[src/rtl/dmem_arbiter.sv]
// -----------------------------------------------------------------------------
// dmem_arbiter
//
// Two-port arbiter and access sequencer for the shared single-port data
// memory. Port 0 is the CPU MEM stage, port 1 is the DMA/debug loader. One
// request is granted at a time. The winner's access type, address and write
// data are latched, and the memory strobes are held for LATENCY cycles. The
// granted port then gets a one-cycle acknowledge, with read data for reads.
//
// Handshake (both ports): a requester raises req with we/addr/wdata and holds
// req high until it samples ack high at a rising edge. In the following cycle
// it drops req, unless it is issuing a new request. req/we/addr/wdata are only
// looked at in IDLE, and the winner's fields are latched on that edge. Changes
// during ACCESS or DONE have no effect.
//
// Configuration macro: DMEM_ARB_ROUND_ROBIN_EN
//   defined   : simultaneous requests go to the port not equal to grant_o
//   undefined : fixed priority, port 0 wins contention
//
// Parameters:
//   LATENCY       cycles the memory strobes are held per access (1..15)
//
// Ports:
//   clk_i         clock, all state on rising edge
//   rst_i         asynchronous active-low reset
//   p0_req_i      port 0 request, held until p0_ack_o
//   p0_we_i       port 0 access type (1 = write, 0 = read)
//   p0_addr_i     port 0 word address
//   p0_wdata_i    port 0 write data
//   p0_ack_o      port 0 one-cycle completion pulse
//   p0_rdata_o    port 0 read data, valid with ack and held afterwards
//   p1_*          same as port 0, for port 1
//   mem_read_o    memory read strobe
//   mem_write_o   memory write strobe
//   mem_addr_o    memory address (last latched value outside ACCESS)
//   mem_wdata_o   memory write data (last latched value outside ACCESS)
//   mem_rdata_i   memory read data
//   busy_o        high in any state other than IDLE
//   grant_o       index of the current or last granted port
//   state_o       debug view of the FSM state (IDLE=0, ACCESS=1, DONE=2)
// -----------------------------------------------------------------------------
module dmem_arbiter #(
    parameter int unsigned LATENCY = 2
) (
    input  logic        clk_i,
    input  logic        rst_i,

    input  logic        p0_req_i,
    input  logic        p0_we_i,
    input  logic [31:0] p0_addr_i,
    input  logic [31:0] p0_wdata_i,
    output logic        p0_ack_o,
    output logic [31:0] p0_rdata_o,

    input  logic        p1_req_i,
    input  logic        p1_we_i,
    input  logic [31:0] p1_addr_i,
    input  logic [31:0] p1_wdata_i,
    output logic        p1_ack_o,
    output logic [31:0] p1_rdata_o,

    output logic        mem_read_o,
    output logic        mem_write_o,
    output logic [31:0] mem_addr_o,
    output logic [31:0] mem_wdata_o,
    input  logic [31:0] mem_rdata_i,

    output logic        busy_o,
    output logic        grant_o,
    output logic [1:0]  state_o
);

    localparam logic [1:0] ST_IDLE   = 2'd0;
    localparam logic [1:0] ST_ACCESS = 2'd1;
    localparam logic [1:0] ST_DONE   = 2'd2;

    // The counter counts down to 0 inside ACCESS, so loading LATENCY-1 gives
    // exactly LATENCY strobe cycles.
    localparam logic [3:0] CNT_LOAD = 4'(LATENCY - 1);

    logic [1:0]  state_q, state_d;
    logic [3:0]  cnt_q, cnt_d;
    logic        grant_q, grant_d;
    logic        we_q, we_d;
    logic [31:0] addr_q, addr_d;
    logic [31:0] wdata_q, wdata_d;
    logic [31:0] p0_rdata_q, p0_rdata_d;
    logic [31:0] p1_rdata_q, p1_rdata_d;

    logic        any_req;
    logic        winner;

    assign any_req = p0_req_i | p1_req_i;

    // Winner selection, only meaningful when any_req is high.
    always_comb begin
`ifdef DMEM_ARB_ROUND_ROBIN_EN
        if (p0_req_i && p1_req_i) begin
            winner = ~grant_q;
        end else begin
            winner = p1_req_i;
        end
`else
        winner = ~p0_req_i;
`endif
    end

    always_comb begin
        state_d    = state_q;
        cnt_d      = cnt_q;
        grant_d    = grant_q;
        we_d       = we_q;
        addr_d     = addr_q;
        wdata_d    = wdata_q;
        p0_rdata_d = p0_rdata_q;
        p1_rdata_d = p1_rdata_q;

        case (state_q)
            ST_IDLE: begin
                if (any_req) begin
                    grant_d = winner;
                    if (winner) begin
                        we_d    = p1_we_i;
                        addr_d  = p1_addr_i;
                        wdata_d = p1_wdata_i;
                    end else begin
                        we_d    = p0_we_i;
                        addr_d  = p0_addr_i;
                        wdata_d = p0_wdata_i;
                    end
                    cnt_d   = CNT_LOAD;
                    state_d = ST_ACCESS;
                end
            end

            ST_ACCESS: begin
                if (cnt_q == 4'd0) begin
                    // Last strobe cycle: the memory read path is sampled here.
                    if (!we_q) begin
                        if (grant_q) begin
                            p1_rdata_d = mem_rdata_i;
                        end else begin
                            p0_rdata_d = mem_rdata_i;
                        end
                    end
                    state_d = ST_DONE;
                end else begin
                    cnt_d = cnt_q - 4'd1;
                end
            end

            ST_DONE: begin
                state_d = ST_IDLE;
            end

            default: begin
                state_d = ST_IDLE;
            end
        endcase
    end

    always_ff @(posedge clk_i or negedge rst_i) begin
        if (!rst_i) begin
            state_q    <= ST_IDLE;
            cnt_q      <= 4'd0;
            grant_q    <= 1'b1;   // port 0 wins the first contention
            we_q       <= 1'b0;
            addr_q     <= 32'd0;
            wdata_q    <= 32'd0;
            p0_rdata_q <= 32'd0;
            p1_rdata_q <= 32'd0;
        end else begin
            state_q    <= state_d;
            cnt_q      <= cnt_d;
            grant_q    <= grant_d;
            we_q       <= we_d;
            addr_q     <= addr_d;
            wdata_q    <= wdata_d;
            p0_rdata_q <= p0_rdata_d;
            p1_rdata_q <= p1_rdata_d;
        end
    end

    // Strobes decode straight from the state register, so an asynchronous
    // reset drops them immediately.
    assign mem_read_o  = (state_q == ST_ACCESS) & ~we_q;
    assign mem_write_o = (state_q == ST_ACCESS) &  we_q;
    assign mem_addr_o  = addr_q;
    assign mem_wdata_o = wdata_q;

    assign p0_ack_o    = (state_q == ST_DONE) & ~grant_q;
    assign p1_ack_o    = (state_q == ST_DONE) &  grant_q;
    assign p0_rdata_o  = p0_rdata_q;
    assign p1_rdata_o  = p1_rdata_q;

    assign busy_o      = (state_q != ST_IDLE);
    assign grant_o     = grant_q;
    assign state_o     = state_q;

endmodule

[config.mk]
export PLATFORM = sky130hd
export DESIGN_NAME = dmem_arbiter
export DESIGN_NICKNAME = d
export VERILOG_FILES = /design/src/rtl/dmem_arbiter.sv
export SDC_FILE = /design/constraint.sdc
export NUM_CORES = 1
export LEC_CHECK = 0
export BUFFER_PORTS_ARGS = -buffer_cell sky130_fd_sc_hd__buf_4
export CAP_MARGIN = 40
export CORE_ASPECT_RATIO = 0.6
export CORE_MARGIN = 10
export CORE_UTILIZATION = 35
export DETAILED_ROUTE_END_ITERATION = 6
export PLACE_DENSITY_LB_ADDON = 0.15
export SLEW_MARGIN = 20
export SYNTH_ARGS = -nofsm -noshare
export SYNTH_HDL_FRONTEND = slang
export SYNTH_SLANG_ARGS = --single-unit
[constraint.sdc]
create_clock -name clk_i -period 4.55 [get_ports clk_i]
set_clock_uncertainty 0.2 [all_clocks]
set_input_delay 0.91 -clock clk_i [delete_from_list [all_inputs] [get_ports clk_i]]
set_output_delay 0.91 -clock clk_i [all_outputs]
set_load 0.01 [all_outputs]
Word-level counts from Yosys, hierarchy flattened
Index checks and enable logic that the tools add are counted.

Add/sub/neg operators: 1. Equality and inequality tests: 5. Muxes and demuxes: 9. Bitwise operators: 8. Reductions and logical operators: 9.

Operator list (count): 32-bit 2-to-1 mux (2); 4-bit 2-to-1 mux (2); 4-bit one-hot mux with 2 select lines (1); 4-bit AND reduction (2); 2-bit inequality test, second input constant (3); 1-bit AND (4); 4-bit zero test (1); 2-bit 2-to-1 mux (2); 2-bit one-hot mux with 2 select lines (1); 2-bit AND reduction (2); 2-bit nonzero test (2); 4-bit by 1-bit subtractor with 4-bit output, second input constant (1); 1-bit NOT (3); 3-bit AND reduction (1); 2-bit by 1-bit equality test with 1-bit output, second input constant (1); 2-bit equality test, second input constant (1); 2-bit zero test (1); 1-bit 2-to-1 mux (1); 1-bit bitwise OR (1).

Bits in registers: 136. Input bits: 166. Output and inout port bits: 136.

Logic depth before layout (Yosys ltp)
Depth in word-level cells: 3. Gate-level depth with buffers: 7.

Worst setup path after synthesis
Ideal clock, no wire load.

Path type: input to register. From: in p0_req_i. To: reg wdata_q[19], in the netlist mem_wdata_o[19]. Arrival: 2.101 ns. Required time: 4.213 ns. Path slack: 2.112 ns. Stages: 7. Cells stage by stage: clkbuf_1 -> or2_2 -> clkbuf_1 -> and2_1 -> clkbuf_1 -> clkbuf_1 -> a21oi_1.

Word-level cells in the longest chain between the ends: 2.

RTL lines: from (decl) (RTL line 48) `input logic p0_req_i,`; 1-bit bitwise OR (RTL line 93) `assign any_req = p0_req_i | p1_req_i;`; 2-bit AND reduction (no line); to (signal assigned) (RTL line 178) `wdata_q <= wdata_d;`; to (decl) (RTL line 86) `logic [31:0] wdata_q, wdata_d;`.

Several ways; a longest one is shown, not always the timed one. A chain may end at the register's enable or synchronous reset.

Final worst setup path
From: reg state_q[0], in the netlist state_o[0]. To: out busy_o.

Word-level cells in the longest chain between the ends: 1.

RTL lines: from (decl) (RTL line 81) `logic [1:0] state_q, state_d;`; from (signal assigned) (RTL line 173) `state_q <= state_d;`; 2-bit nonzero test (RTL line 196) `assign busy_o = (state_q != ST_IDLE);`; to (decl) (RTL line 68) `output logic busy_o,`.

No other way between the ends.

==> flow_summary.toml <==
[layout]
n_antenna_cell = 0
drive_gt1_share_pct = 52.9
areaGrowthSynthToFinish_pct = 50.6
final_nets = 931
design_area_um2 = 9010
instances_no_fill = 1003

[clock_network]
clock_latency_ns = 0.40
cts_num_sinks = 136
hold_buffers = 0
clockBufferDepth = 2
clock_tree.root_cell = "clkbuf_16"
cts_tree = "done"
htree_num_levels = 4
post_cts_buffers = 0
cts_buffers = 17
clk_pin_slew_ns = 0.07
post_cts_resize_count = 0

[die]
core_area_um2 = 16500
io_pins = 302
die_h_um = 121
start_util_pct = 36.3
dieArea_um2 = 22900
row_count = 36
die_w_um = 189

[route]
firstDrtPassIters = 5
avgRoutedWirePerCell_um = 19.9
drt_drc_violations_left = 0
num_vias = 4865
antenna_left = 0
drt-total-wl_um = 19900
drt-vias-per-instance = 4.85
drtIter0Drc = 287

[power_and_ir_drop]
net-switching-power_w = 0.00224
p_per_area_nw_per_um2 = 700
netSwitchingFraction_pct = 35.5
power_frac_clock_pct = 22.0
p_comb_share_pct = 43.1
power_w = 0.00631
power.internal_w = 0.00407
seqPwrFrac_pct = 34.9
ir_worst_vdd_v = 0.000268
power.leakage_nw = 4.43

[logic_synthesis]
avgSynthCellArea_um2 = 12.6
synth-simple-area-share_pct = 2.59
synthAdderAreaFrac_pct = 0.418
netlist_instances = 473
yosysSeqAreaShare_pct = 56.9
syn_area_um2 = 5980
synth_top_area_share_pct = 56.5
synth_area_leader_cell = "dfrtp_1"
synthArstFlopShare_pct = 100
syn_nets = 641
synth.top_cells.by_area = "dfrtp_1, a21oi_1, mux2i_1"
synth_ff_type = "dfrtp_1"
synth_top_family_by_area = "multiplexers"
ys.warnings.count = 0
ys_seq_elements = 136
synth.distinct_cells = 30
synth_compound_area_share_pct = 11.7
synth-edff-count = 0
synth.area.mux_share_pct = 24.8
synth-xor-area-share_pct = 0

[job]
max_cap_violations = 0

[critical_path]
r2r_end = "p0_rdata_o[8]$_DFFE_PN0P_"
critical_path_depth = 3
startpoint_type = "register"
cp_top_family = "simple AND/OR/NAND/NOR gates"
max_stage_delay_ns = 0.63
crit_arrival_ns = 1.86
crit_chain = "nor2_4 > inv_1 > buf_4"
endpoint_kind = "output port"
required_ns = 3.44
critPathMaxFanout = 29
rr_worst_depth = 5
crit_slowest_cell = "nor2_4"
ff2ff_setup_slack_ns = 1.99
r2r-start = "cnt_q[0]$_DFFE_PN0P_"
critPathBufInv = 2
critPathKind = "reg2out"

[global_routing]
grt_pass1_wl_um = 30600
grt_pass1_vias = 5313
overflow = 0
grt_antenna_before_repair = 0
grt_max_degree = 89
grt_usage_pct = 16.8

[timing]
worstMarginPinSlew_ns = 0.774
slew_viol_final = 0
fin_crit_sh_pct = 65.3
setup_tns_ns = 0
setup_viol = 0
min_period_ns = 2.97
rsz0062_at_grt = "no"
hold_viol = 0
fmax_mhz = 337
slew_headroom_pct = 48.4
whs_ns = 0.0930

[place]
hpwl_um = 14900
dp.cells = 971
gp_congestion = 0.825
dpl_cell_area_um2 = 8390
portBuffers = 301

[worst_hold_path]
hp-class = "in2async"

[run_status]
status = "finished, final reports clean"
==> kinds of logic (layout without fill, tap and decap cells) <==
logic type | after synthesis | after routing
compound gates | 139 | 139
flops | 136 | 136
mux | 129 | 129
buf+inv | 41 | 343
simple gates | 26 | 26
fa+ha+maj | 2 | 2
==> through the flow <==
step	setup WS [ns]	utilization, %
floorplan	2.11	-
global placement	1.60	50.9
detailed placement	1.77	50.9
CTS	1.55	54.5
global route	1.44	54.6
finish	1.58	54.6
==> routing by layer <==
metal / routed length, µm / GRT usage, %
met5: 0 / 0
met4: 209 / 4.79
met3: 1790 / 6.69
met2: 9470 / 26.9
met1: 8470 / 20.7
==> registers in the layout (all words and copies together) (netlist names) <==
register and count:
cnt_q 4, grant_o 1, mem_addr_o 32, mem_wdata_o 32, p0_rdata_o 32, p1_rdata_o 32
state_o 2, we_q 1
==> cells in the mapped netlist, types with 2 or more instances <==
library cell	instances
a21oi_1	135
dfrtp_1	135
mux2i_1	65
mux2_2	34
mux2_4	30
clkbuf_1	29
inv_1	4
nand2_1	4
nor2_1	4
nor3_1	4
buf_1	3
buf_12	3
and2_1	2
ha_1	2
nor2b_1	2
nor3b_1	2
o21ai_0	2
==> cells in the final DEF (no fill, tap or decap), types with 2 or more instances in the layout <==
cell type,synthesis,final
mux2_4,30,30
mux2i_1,65,65
clkbuf_16,0,17
o21ai_0,2,2
dfrtp_1,135,135
inv_1,4,4
bufinv_16,0,2
nor3_1,4,4
inv_6,0,5
nor2b_1,2,2
inv_8,0,2
nor3b_1,2,2
ha_1,2,2
nor2_1,4,3
clkinv_4,0,2
buf_4,0,306
nand2_1,4,4
clkinvlp_4,0,3
mux2_2,34,34
a21oi_1,135,135
==> power by group through the flow <==
stage,Combinational [W],Clock [W],Sequential (W)
floorplan,0.00106,0,0.00243
global placement,0.00273,0,0.00218
detailed placement,0.00277,0,0.00221
CTS,0.00277,0.00144,0.00220
global route,0.00297,0.00149,0.00228
finish,0.00272,0.00139,0.00220
==> layout make-up <==
cell class                 instances  area, µm²
clock buffer                      17        425
timing repair buffer             308       2340
clock inverter                    14        166
inverter                           4       15.0
multi-input combinational        296       2380
tap                              228        285
sequential                       136       3400
fill                            1460       7480
==> how the worst max path moves through the flow <==
stage	to	slack, ns	start
final	busy_o	1.58	state_o[0]$_DFFE_PN0P_
after detailed placement	mem_wdata_o[15]$_DFFE_PN0P_	1.77	p0_req_i
after global routing	busy_o	1.44	state_o[0]$_DFFE_PN0P_
after floorplan	mem_wdata_o[19]$_DFFE_PN0P_	2.11	p0_req_i
after global placement	mem_wdata_o[24]$_DFFE_PN0P_	1.60	p0_req_i
after CTS	busy_o	1.55	state_o[0]$_DFFE_PN0P_
Note: power is estimated with default switching activity, not from simulation.
